### src/rtl/divisor_frecuencia_pkg.sv
// Shared constants for the programmable clock divider: default counter width
// and the setting that holds the divider stopped.
package divisor_frecuencia_pkg;

   localparam int DIV_W    = 11;
   localparam int DIV_STOP = 0;

endpackage : divisor_frecuencia_pkg

### src/rtl/divisor_contador.sv
// Half-period cycle counter: counts up to lim-1, then wraps and raises tc for
// one cycle. Held at zero while the limit is the stopped setting.
module divisor_contador
   import divisor_frecuencia_pkg::*;
#(
   parameter int WIDTH = DIV_W
) (
   input  logic             clk_i,
   input  logic             rst_i,
   input  logic [WIDTH-1:0] lim_i,
   output logic             tc_o
);

   logic [WIDTH-1:0] cnt_q;
   logic [WIDTH-1:0] cnt_d;
   logic             stopped;

   assign stopped = (lim_i == WIDTH'(DIV_STOP));

   // >= rather than == so a limit lowered below the running count wraps on the
   // next edge instead of counting all the way around 2^WIDTH.
   assign tc_o = !stopped && (cnt_q >= (lim_i - WIDTH'(1)));

   always_comb begin
      cnt_d = cnt_q + WIDTH'(1);
      if (stopped || tc_o) begin
         cnt_d = '0;
      end
   end

   always_ff @(posedge clk_i or posedge rst_i) begin
      if (rst_i) begin
         cnt_q <= '0;
      end else begin
         cnt_q <= cnt_d;
      end
   end

endmodule : divisor_contador

### src/rtl/divisor_frecuencia.sv
// Programmable 50% duty clock divider: clk_out toggles every `donde` clk
// cycles; donde=0 parks clk_out low.
module divisor_frecuencia
   import divisor_frecuencia_pkg::*;
#(
   parameter int WIDTH = DIV_W
) (
   input  logic             clk,
   input  logic             reset,
   input  logic [WIDTH-1:0] donde,
   output logic             clk_out
);

   logic [WIDTH-1:0] lim_q;
   logic [WIDTH-1:0] lim_d;
   logic             clk_out_q;
   logic             clk_out_d;
   logic             stopped;
   logic             tc;

   // The limit is registered so donde never reaches clk_out combinationally;
   // a new setting therefore acts one cycle after it is applied.
   assign lim_d   = donde;
   assign stopped = (lim_q == WIDTH'(DIV_STOP));

   divisor_contador #(
      .WIDTH (WIDTH)
   ) u_contador (
      .clk_i (clk),
      .rst_i (reset),
      .lim_i (lim_q),
      .tc_o  (tc)
   );

   always_comb begin
      clk_out_d = clk_out_q ^ tc;
      if (stopped) begin
         clk_out_d = 1'b0;
      end
   end

   always_ff @(posedge clk or posedge reset) begin
      if (reset) begin
         lim_q     <= '0;
         clk_out_q <= 1'b0;
      end else begin
         lim_q     <= lim_d;
         clk_out_q <= clk_out_d;
      end
   end

   assign clk_out = clk_out_q;

endmodule : divisor_frecuencia

### config.mk
export PLATFORM = sky130hd
export DESIGN_NAME = divisor_frecuencia
export DESIGN_NICKNAME = d
export VERILOG_FILES = /design/src/rtl/divisor_frecuencia_pkg.sv /design/src/rtl/divisor_contador.sv /design/src/rtl/divisor_frecuencia.sv
export SDC_FILE = /design/constraint.sdc
export NUM_CORES = 1
export LEC_CHECK = 0
export CAP_MARGIN = 5
export CORE_ASPECT_RATIO = 0.8
export CORE_UTILIZATION = 42
export DETAILED_ROUTE_END_ITERATION = 7
export PLACE_DENSITY_LB_ADDON = 0.3
export SLEW_MARGIN = 0
export SYNTH_ARGS = -nofsm -noshare
export SYNTH_HDL_FRONTEND = slang
export SYNTH_SLANG_ARGS = --single-unit
export TNS_END_PERCENT = 100
### constraint.sdc
create_clock -name clk -period 3.4 [get_ports clk]
set_input_delay 0.68 -clock clk [delete_from_list [all_inputs] [get_ports clk]]
set_output_delay 0.68 -clock clk [all_outputs]
set_load 0.01 [all_outputs]
==> reports/results.txt <==
Fin area: 1460 um2
Number of global-route vias before repair: 805
Max-Cap Viols: 0
Leakage Power: 0.646 nW
Mean post-synth cell area: 10.5 um2
Switch Pwr: 0.000285 W
Core area: 2790 um2
Initial core utilization: 44.5%
Outcome: finished, final reports clean
Critical Path Source: lim_q[2]
GP Congestion: 0.779
Clock power share: 20.4%
Antenna violations before repair: 0
Rows: 17
Fmax: 0.349 GHz
Vias: 859
Critical Path AT: 3050 ps
Clk_lat worst skew: 260 ps
CTS tree: yes
Seq/Total Area, Yosys: 46.4%
Setup Skew: 5.90 ps
Reg clk slew, reported paths: 80 ps
Clk root buf: clkbuf_8
Initial DRC count: 48
ANT nets after route: 0
Die height: 50.6 um
Dpl cell area: 1410 um2
Cells after synthesis: 118
Buffers added on ports: 13
Via/cell ratio: 4.99
Post-placement setup slack: 547 ps
Yosys reg bits: 23
Post-CTS resize count: 0
Relative slew slack: 41.8%
Critical Setup Path Class: reg2reg
Routed wire per std cell: 13.1 um
Power per Cell Area: 565 nW/um2
Tightest Hold Check Type: reg2reg
Post-CTS Setup Bufs: 0
HP Start: u_contador.cnt_q[0]
Global-route wire length before repair: 3.77 mm
Syn_nets: 145
RR Startpoint: lim_q[2]
Io pins: 14
Filler cells: 247
HPWL Detailed: 1.79 mm
Cell variety after synth: 25
Post-Syn Area: 1240 um2
Final WS setup: 532 ps
Die width: 62.7 um
Combinational share of power: 31.6%
H-tree levels: 1
DRT Pass-1 Iters: 4
Final WL: 2.25 mm
CTS Buf Count: 3
GRT Resource Usage Total: 16.0%
Max VDD drop: 0.391 mV
Int Power: 0.000539 W
RSZ-0062 raised after global routing: false
Sw Share: 34.6%
Diodes inserted: 0
Slew Limit Fails: 0
CP required: 3580 ps
Critical Path End Type: flip-flop
Measured slew at the worst slew-check pin: 871 ps
Hold Buf Count CTS: 0
Tcrit/Tclk final: 84.4%
Fin nets: 162
Final setup vio count: 0
Clk sinks: 23
Largest net degree at the start of global routing: 24
DRC viols: 0
TNS Setup: 0 ps
Critical Path Start Type: flip-flop
Yosys warns: 0
Die area: 3170 um2
Layout area overhead: 17.6%
CP max FO: 11
Fraction of layout cells with a size suffix above 1: 4.48%
Crit path time final: 2870 ps
Gr ovfl total: 0
Hold Vio Cnt, Final: 0
Sequential share of power: 48.0%
Longest Clk Path Bufs: 2
Total Power: 0.000824 W
-- cell families (layout without fill, tap and decap cells) --
logic type      count (synthesis)  in the layout  synth area share (%)
buf+inv                         7             23                  2.22
flops                          23             23                  46.4
fa+ha+maj                      14             14                  14.1
compound gates                 10             10                  5.45
xor+xnor                       18             18                  12.7
simple gates                   46             46                  19.1
-- through the flow --
step           hold slack (ps)  cells  util [%]
3_3_place_gp               502    168      50.7
3_5_place_dp               528    168      50.7
2_1_floorplan              473    118         -
6_report                   534    172      52.3
4_1_cts                    542    172      52.3
5_1_grt                    580    172      52.3
-- final cells by class --
cell class	count	area [um2]	area share, %
clock buffer	4	45.0	3.09
sequential	23	576	39.5
multi-input combinational	88	637	43.7
inverter	6	22.5	1.55
tap	38	47.5	3.26
timing repair buffer	13	130	8.93
-- final timing paths --
| check | to | slack (ps) | depth (start not counted) |
|---|---|---|---|
| max | u_contador.cnt_q[3] | 530 | 10 |
| min | u_contador.cnt_q[0] | 530 | 1 |
| max reg2reg | u_contador.cnt_q[3] | 530 | 10 |
| min reg2reg | u_contador.cnt_q[0] | 530 | 1 |
| max in group asynchronous | u_contador.cnt_q[4] | 1960 | 2 |
| min in group asynchronous | lim_q[7] | 900 | 2 |
-- power groups by stage --
stage	clock, W	combinational, W	sequential [W]
floorplan	0	0.000188	0.000384
global placement	0	0.000242	0.000394
detailed placement	0	0.000259	0.000399
CTS	0.000176	0.000261	0.000393
global route	0.000182	0.000298	0.000404
finish	0.000168	0.000260	0.000395
-- layer usage --
metal  track usage [%]  up-vias  share of wire (%)
met5                 0        -                  0
met4              6.98        0                1.1
met3              4.55        2                3.0
met2              25.0       15                 48
met1              20.7      407                 48
li1                  -      435                  -
-- critical path, stage by stage, from the launching register on --
cell and delay (ps):
dfrtp_1 440, nor4_4 380, nand2_1 130, nor4_1 260
xnor2_1 170, ha_1 260, a21oi_1 160, nor2b_1 80
a311oi_2 320, nand3_1 370, nor2_1 210
-- cell usage in the layout (no fill, tap or decap), types with 2 or more instances in the layout --
| cell | n |
|---|---|
| nand3_1 | 6 |
| a21oi_1 | 4 |
| nor3_1 | 2 |
| nand2_1 | 6 |
| nand4_1 | 3 |
| nor2b_1 | 2 |
| o21ai_0 | 2 |
| clkdlybuf4s50_1 | 13 |
| xor2_1 | 9 |
| nor4_1 | 2 |
| inv_1 | 6 |
| nor2_1 | 18 |
| ha_1 | 14 |
| clkbuf_8 | 3 |
| and3_1 | 2 |
| dfrtp_1 | 23 |
| xnor2_1 | 9 |
-- cell usage after synthesis, drive strengths merged --
master	n	share of area [%]
dfrtp	23	46
nor2	18	5.4
ha	14	14
xnor2	9	6.4
xor2	9	6.4
nand2	7	2.3
inv	6	1.8
nand3	6	2.4
a21oi	4	1.6
nand4	3	1.5
nor4	3	2.7
and3	2	1.0
nor2b	2	1.0
nor3	2	0.81
o21ai	2	0.81
a211oi	1	0.61
a311oi	1	1.2
buf	1	0.40
nand3b	1	0.61
nand4b	1	0.71
o211ai	1	0.61
o21a	1	0.61
or3	1	0.50
-- state kept, by name, summed over array words and instances, names as in the netlist --
register and cells:
clk_out 1, lim_q 11, u_contador.cnt_q 11
Note: power is estimated with default switching activity, not from simulation.
